===== src/rtl/pwm_voice_mixer.sv =====
// pwm_voice_mixer: multi-voice phase-accumulator tone generator with a PWM DAC.
// On each sample tick the voices are walked one per clock, mixed into one
// PWM_W-bit sample, and that sample drives a glitch-free PWM bitstream.
// Ports:
//   clk_i, rst_i           clock, asynchronous active-high reset
//   sample_tick_i          one-cycle request for a new mixed sample
//   cfg_we_i, cfg_addr_i   voice configuration write strobe / voice index
//   cfg_incr_i, cfg_vol_i  phase increment per sample, voice volume
//   cfg_wave_i             0 off, 1 square, 2 saw, 3 triangle
//   cfg_sync_i             with cfg_we_i: clear that voice's accumulator
//   sample_o               last mixed sample
//   sample_valid_o         one-cycle pulse when sample_o updates
//   busy_o                 mixer is walking the voices
//   overrun_o              sticky: a tick arrived while busy
//   pwm_o                  PWM audio bitstream
module pwm_voice_mixer #(
    parameter int unsigned VOICES = 4,
    parameter int unsigned ACC_W  = 16,
    parameter int unsigned VOL_W  = 4,
    parameter int unsigned PWM_W  = 8
) (
    input  logic                                          clk_i,
    input  logic                                          rst_i,
    input  logic                                          sample_tick_i,
    input  logic                                          cfg_we_i,
    input  logic [((VOICES > 1) ? $clog2(VOICES) : 1)-1:0] cfg_addr_i,
    input  logic [ACC_W-1:0]                              cfg_incr_i,
    input  logic [VOL_W-1:0]                              cfg_vol_i,
    input  logic [1:0]                                    cfg_wave_i,
    input  logic                                          cfg_sync_i,
    output logic [PWM_W-1:0]                              sample_o,
    output logic                                          sample_valid_o,
    output logic                                          busy_o,
    output logic                                          overrun_o,
    output logic                                          pwm_o
);

    localparam int unsigned IDX_W  = (VOICES > 1) ? $clog2(VOICES) : 1;
    localparam int unsigned SHIFT  = $clog2(VOICES);
    localparam int unsigned SUM_W  = PWM_W + SHIFT;
    localparam int unsigned PROD_W = PWM_W + VOL_W;

    typedef enum logic [1:0] {S_IDLE, S_RUN, S_DONE} state_e;

    state_e             state_q, state_d;
    logic [IDX_W-1:0]   idx_q, idx_d;
    logic [SUM_W-1:0]   sum_q, sum_d;
    logic [PWM_W-1:0]   sample_q, sample_d;
    logic               sample_valid_q, sample_valid_d;
    logic               busy_q, busy_d;
    logic               overrun_q, overrun_d;
    logic [PWM_W-1:0]   pwm_cnt_q;
    logic [PWM_W-1:0]   level_q;
    logic               pwm_q;

    logic [ACC_W-1:0]   acc_q  [VOICES];
    logic [ACC_W-1:0]   incr_q [VOICES];
    logic [VOL_W-1:0]   vol_q  [VOICES];
    logic [1:0]         wave_q [VOICES];

    logic [ACC_W-1:0]   acc_new_c;
    logic [PWM_W-1:0]   tri_c;
    logic [PWM_W-1:0]   wave_c;
    logic [PROD_W-1:0]  prod_c;
    logic [PWM_W-1:0]   contrib_c;

    // Waveform of the voice in the current RUN slot, taken from its advanced phase
    assign acc_new_c = acc_q[idx_q] + incr_q[idx_q];
    assign tri_c     = acc_new_c[ACC_W-2 -: PWM_W];

    always_comb begin
        wave_c = '0;
        case (wave_q[idx_q])
            2'd1:    wave_c = {PWM_W{acc_new_c[ACC_W-1]}};
            2'd2:    wave_c = acc_new_c[ACC_W-1 -: PWM_W];
            2'd3:    wave_c = acc_new_c[ACC_W-1] ? ~tri_c : tri_c;
            default: wave_c = '0;
        endcase
    end

    assign prod_c    = PROD_W'(wave_c) * PROD_W'(vol_q[idx_q]);
    assign contrib_c = PWM_W'(prod_c >> VOL_W);

    // State register
    always_ff @(posedge clk_i or posedge rst_i) begin
        if (rst_i) state_q <= S_IDLE;
        else       state_q <= state_d;
    end

    // Next-state logic
    always_comb begin
        state_d = state_q;
        case (state_q)
            S_IDLE:  if (sample_tick_i) state_d = S_RUN;
            S_RUN:   if (idx_q == IDX_W'(VOICES - 1)) state_d = S_DONE;
            S_DONE:  state_d = S_IDLE;
            default: state_d = S_IDLE;
        endcase
    end

    // Datapath and output next values
    always_comb begin
        idx_d          = idx_q;
        sum_d          = sum_q;
        sample_d       = sample_q;
        sample_valid_d = 1'b0;
        busy_d         = (state_d != S_IDLE);
        overrun_d      = overrun_q;
        case (state_q)
            S_IDLE: begin
                if (sample_tick_i) begin
                    idx_d = '0;
                    sum_d = '0;
                end
            end
            S_RUN: begin
                sum_d = sum_q + SUM_W'(contrib_c);
                idx_d = idx_q + IDX_W'(1);
            end
            S_DONE: begin
                sample_d       = PWM_W'(sum_q >> SHIFT);
                sample_valid_d = 1'b1;
            end
            default: ;
        endcase
        // Ticks are only accepted in IDLE; anything else is dropped and flagged
        if (sample_tick_i && (state_q != S_IDLE)) overrun_d = 1'b1;
    end

    always_ff @(posedge clk_i or posedge rst_i) begin
        if (rst_i) begin
            idx_q          <= '0;
            sum_q          <= '0;
            sample_q       <= '0;
            sample_valid_q <= 1'b0;
            busy_q         <= 1'b0;
            overrun_q      <= 1'b0;
        end else begin
            idx_q          <= idx_d;
            sum_q          <= sum_d;
            sample_q       <= sample_d;
            sample_valid_q <= sample_valid_d;
            busy_q         <= busy_d;
            overrun_q      <= overrun_d;
        end
    end

    // Voice registers; a sync write beats the RUN update of the same voice
    always_ff @(posedge clk_i or posedge rst_i) begin
        if (rst_i) begin
            for (int v = 0; v < int'(VOICES); v++) begin
                acc_q[v]  <= '0;
                incr_q[v] <= '0;
                vol_q[v]  <= '0;
                wave_q[v] <= 2'd0;
            end
        end else begin
            for (int v = 0; v < int'(VOICES); v++) begin
                if (cfg_we_i && (cfg_addr_i == IDX_W'(v))) begin
                    incr_q[v] <= cfg_incr_i;
                    vol_q[v]  <= cfg_vol_i;
                    wave_q[v] <= cfg_wave_i;
                end
                if (cfg_we_i && cfg_sync_i && (cfg_addr_i == IDX_W'(v))) begin
                    acc_q[v] <= '0;
                end else if ((state_q == S_RUN) && (idx_q == IDX_W'(v))) begin
                    acc_q[v] <= acc_new_c;
                end
            end
        end
    end

    // PWM: level only reloads at the period wrap so a period is never cut short
    always_ff @(posedge clk_i or posedge rst_i) begin
        if (rst_i) begin
            pwm_cnt_q <= '0;
            level_q   <= '0;
            pwm_q     <= 1'b0;
        end else begin
            pwm_cnt_q <= pwm_cnt_q + PWM_W'(1);
            if (pwm_cnt_q == {PWM_W{1'b1}}) level_q <= sample_q;
            pwm_q     <= (pwm_cnt_q < level_q);
        end
    end

    assign sample_o       = sample_q;
    assign sample_valid_o = sample_valid_q;
    assign busy_o         = busy_q;
    assign overrun_o      = overrun_q;
    assign pwm_o          = pwm_q;

endmodule


===== config.mk =====
export PLATFORM = sky130hd
export DESIGN_NAME = pwm_voice_mixer
export DESIGN_NICKNAME = d
export VERILOG_FILES = /design/src/rtl/pwm_voice_mixer.sv
export SDC_FILE = /design/constraint.sdc
export NUM_CORES = 1
export LEC_CHECK = 0
export CAP_MARGIN = 20
export CORE_MARGIN = 8
export CORE_UTILIZATION = 60
export DETAILED_ROUTE_END_ITERATION = 12
export GPL_ROUTABILITY_DRIVEN = 1
export PLACE_DENSITY_LB_ADDON = 0.1
export RECOVER_POWER = 25
export SYNTH_ARGS = -nofsm -noshare
export SYNTH_HDL_FRONTEND = slang
export SYNTH_SLANG_ARGS = --single-unit

===== constraint.sdc =====
create_clock -name clk_i -period 17 [get_ports clk_i]
set_clock_uncertainty 0.2 [all_clocks]
set_input_delay 3.4 -clock clk_i [delete_from_list [all_inputs] [get_ports clk_i]]
set_output_delay 3.4 -clock clk_i [all_outputs]
set_load 0.005 [all_outputs]

# After elaboration in Yosys (flattened, before gate mapping)
# Index checks and enable logic that the tools add are counted.
# Widths: inputs -> output; s select.
# totals
register_bits	194
inputBits	29
out_inout_bits	12
elab_cells	103
# classes
addsub	4
multipliers	1
order_cmp	2
n_eq_ne	13
muxes	30
n_bitwise	2
reduce_logical	25
# ops
cell	n
$mux 16	12
$bmux 16 s2	2
$pmux 8 s3	1
$pmux 10 s2	1
$add 16x16->16	1
$eq 2x2->1 const B	7
$logic_and 1x1->1	14
$reduce_bool 2->1	7
$mul 8x4->12	1
$add 10x8->10	1
$mux 10	1
$mux 2	5
$add 8x1->8 const B	1
$bmux 4 s2	1
$eq 2x1->1 const B	4
$eq 8x8->1 const B	1
$lt 8x8->1	1
$mux 4	2
$mux 8	1
$not 8->8	1
$pmux 2 s2	2
$logic_not 2->1	3
$bmux 2 s2	1
$ge 3x3->1 const B	1
other kinds (5)	5

# Logic depth before layout (Yosys ltp)
# logic_depth
ltp_word	11
depth_mapped	35

# Worst setup path before layout
# No wires, ideal clock.
# synth_path
kind	reg2reg
start	register idx_q[0]
end	register sum_q[9]
setup_ps	121
arrival_ps	8024
required_time_ps	16679
path_slack_ps	8655
path_stages_with_launch	34
period_less_slack_ps	8345
cell_sequence	dfrtp_1 > buf_2 > buf_1 > mux4_2 > ha_1 > o211a_1 > a21oi_1 > or4_4 > a31oi_4 > xnor2_2 > clkbuf_1 > xnor2_1 > a21oi_1 > or2_2 > fa_1 > fa_1 > inv_1 > ha_1 > nand3_1 > a21oi_2 > a21oi_1 > o21bai_2 > xor2_1 > ha_1 > a21o_1 > a21o_1 > a21o_1 > a21oi_1 > o21bai_1 > a21oi_1 > nor2b_1 > o21ai_0 > mux2_2 > a22o_1
# synth_between
elab_chain_len	11
# synth_rtl
item	line	text
start: declaration	46	logic [IDX_W-1:0] idx_q, idx_d;
start signal: assignment	139	idx_q <= idx_d;
$not 2->3 (not written as such) *	68, 73, 81	
$bmux 16 s2	68	assign acc_new_c = acc_q[idx_q] + incr_q[idx_q];
$mux 16 (not written as such) (2 in a row)	68	
$add 16x16->16	68	
$not 8->8	76	2'd3: wave_c = acc_new_c[ACC_W-1] ? ~tri_c : tri_c;
$mux 8	76	
$pmux 8 s3	73	case (wave_q[idx_q])
$mul 8x4->12 *	81	assign prod_c = PROD_W'(wave_c) * PROD_W'(vol_q[idx_q]);
$add 10x8->10 *	117	sum_d = sum_q + SUM_W'(contrib_c);
$pmux 10 s2 *	109	case (state_q)
end signal: assignment	140	sum_q <= sum_d;
end: declaration	47	logic [SUM_W-1:0] sum_q, sum_d;
# Mark *: on every way between the ends. The rest lies on a longest branch, timed or not. The select of a mux whose other input is x is not followed.
# A chain may end at the register's enable or synchronous reset.

# Final worst setup path
# Ends and elaborated chain as after synthesis.

==> results.md <==
* Critical path's most frequent cell: a21oi_1
* RSZ-0062 raised after global routing: false
* Clock tree from TritonCTS: done
* Slowest stage delay, CP at 2.32 ns
* Slack of the critical path at 6.189 ns
* Type of origin of the critical path: flip-flop
* Crit Reg-Reg Startpoint: idx_q[0]
* YS warnings at 0
* Ys flop type: dfrtp_1
* Worst path bufs/invs at 2
* Nets at 1031
* I/O pin total at 41
* Clock Tree Buf Depth at 2
* Fin. Hold Viols at 0
* Gpl congestion at 0.8250
* Mapped Cells at 907
* Yosys reg bits at 194
* Net Count, Synth at 999
* Avg WL per Cell at 20.32 um
* HP Class: reg2reg
* Die Y at 147.3 um
* Initial Util at 60.62%
* Die area at 21690 um2
* Status: finished, violations left
* Crit path capture type: flip-flop
* Post-synthesis instance area at 10340 um2
* Vias/cell at 6.125
* N_diodes at 0
* Worst-skew pair later-pin latency at 0.43 ns
* Residual DRC at 0
* WS Path Type: reg2reg
* First-pass DRT Iterations at 6
* Max-slew headroom at -231.8%
* Initial antenna violation count at 0
* Dpl ws at 8.116 ns
* Total CTS buffers at 17
* Global-route wire length before repair at 39190 um
* Clock Sinks at 194
* H-tree levels at 4
* Share of cells above drive strength 1 at 17.35%
* Final Instance Count excl. Fillers at 1176
* Setup Viol. Count Final at 0
* Met1 Wirelength at 9957 um
* Core area at 17060 um2
* Peak Freq at 0.09249 GHz
* Slew Limit Fails at 158
* Area grow syn2layout at 11.93%
* Clk root buf: clkbuf_16
* Iter 0 DRT Violations at 478
* Num rows at 48
* Port Buffer Count at 40
* Max-cap violations at 2
* Tmin final at 10.81 ns
* Post-synthesis area per instance at 11.40 um2
* Hold_sp: incr_q[29]
* WP data arrival at 10.94 ns
* DR vias at 7203
* Total negative slack at 0 ns
* Post_cts resized at 0
* Dpl cells at 1145
* Cts hold-fix bufs at 0
* Vias in the first global route at 7579
* Failing checks: max-capacitance violations, max-slew violations
* Post-synth ARST share at 100.0%
* Slowest-stage cell, CP: clkbuf_1
* Pin count of the biggest net entering global routing at 117
* Worst Max-Slew Pin Slew at 4.950 ns
* Metal2 WL at 12070 um
* Worst-path clk slew at 0.07 ns
* Top Layer Used: met4
* EDFF count, synth at 0
* Worst path required time at 17.12 ns
* Setup bufs post-CTS at 0
* Gr ovfl total at 0
* Met3 wire length at 1244 um
* Largest driver fanout on the critical path at 40
* Detailed placer's ending HPWL at 15580 um
* Register area share after synthesis at 46.95%
* CP delay by family, top: compound AO/OA/AOI/OAI gates
* Gr usage total at 22.78%
* Synth cell types at 61
* Antenna viol nets, final at 0
* Post-route clock period utilization at 63.60%
* Die Wd at 147.3 um
* Routed wire length at 23890 um
* Crit path from: idx_q[0]
==> cells in the mapped netlist, types with 3 or more instances <==
library cell	instances	area (um2)
a21boi_0	3	22.52
a21o_1	8	60.06
a21oi_1	32	160.2
a22o_1	67	586.8
and2_1	4	25.02
and3_1	3	18.77
buf_1	5	18.77
clkbuf_1	31	116.4
dfrtp_1	194	4855
fa_1	13	260.3
ha_1	50	625.6
inv_1	45	168.9
mux2_2	65	732.0
mux2i_1	5	50.05
mux4_2	33	743.2
nand2_1	163	611.8
nand2b_1	12	75.07
nand3_1	5	25.02
nor2_1	34	127.6
nor2b_1	9	56.30
nor3_1	4	20.02
o21a_1	4	30.03
o21ai_0	22	110.1
o21ai_1	6	30.03
o21bai_1	7	52.55
xnor2_1	30	262.8
xor2_1	9	78.83
==> cell usage in the layout (no fill, tap or decap), types with 8 or more instances in the layout <==
master,Yosys,routed
clkdlybuf4s50_1,0,38
fa_1,13,13
xnor2_1,30,30
xor2_1,9,9
mux2_2,65,65
mux4_2,33,33
nand2_1,163,163
ha_1,50,50
a21o_1,8,8
nor2b_1,9,9
clkbuf_16,0,17
a22o_1,67,67
nand2b_1,12,12
buf_4,1,10
nor2_1,34,32
dfrtp_1,194,192
inv_1,45,44
a21oi_1,32,28
o21ai_0,22,22
==> final cells by class <==
type	count	area, um2
clock buffer	18	429.2
clock inverter	13	150.1
fill	1264	5483
inverter	46	173.9
multi-input combinational	629	5202
sequential	194	4857
tap	225	281.5
timing repair buffer	51	479.2
==> logic make-up after synthesis <==
| family | count (synthesis) | share of synthesized area, % |
|---|---|---|
| XOR/XNOR | 40 | 3.461 |
| multiplexers | 103 | 14.75 |
| AND/OR/NAND/NOR | 247 | 10.22 |
| flip-flops | 194 | 46.95 |
| buffers and inverters | 84 | 3.098 |
| AO/OA/AOI/OAI | 176 | 12.95 |
| adder cells (fa/ha/maj) | 63 | 8.567 |
==> tightest hold or removal path: cells and delay by family, from the launching register on <==
family / cells / cell delay, ns
flops: 1 / 0.34
simple gates: 2 / 0.11
==> sequential cells by signal, summed over array words and instances, names as in the netlist <==
name and flops:
sample_o 8, incr_q 64, wave_q 8, busy_o 1, overrun_o 1, level_q 8
acc_q 64, sample_valid_o 1, sum_q 10, vol_q 16, state_q 2, pwm_o 1
pwm_cnt_q 8, idx_q 2
==> routing by layer <==
metal | vias up | global-route usage [%]
li1 | 3265 | -
met1 | 3665 | 28.18
met2 | 225 | 38.97
met3 | 48 | 3.999
met4 | 0 | 9.077
met5 | - | 0
==> path summary, 6_finish.rpt <==
check / to / slack (ns) / depth (start not counted)
min in group asynchronous: pwm_cnt_q[6] / 4.76 / 2
setup reg to reg: sum_q[9] / 6.19 / 31
setup / recovery: sum_q[9] / 6.19 / 31
hold reg to reg: incr_q[29] / 0.28 / 2
hold / removal: incr_q[29] / 0.28 / 2
max in group asynchronous: idx_q[1] / 9.29 / 3
==> through the flow <==
step	hold slack [ns]	utilization (%)	cell area, um2
finish	0.2753	67.86	11570
global route	0.2936	67.86	11570
CTS	0.2765	67.91	11580
detailed placement	0.2596	64.52	11000
global placement	0.2522	64.52	11000
floorplan	0.2401	-	10340
Power is not shown: default switching activity piles up to over one toggle a cycle in this logic, so the estimate is an artifact.
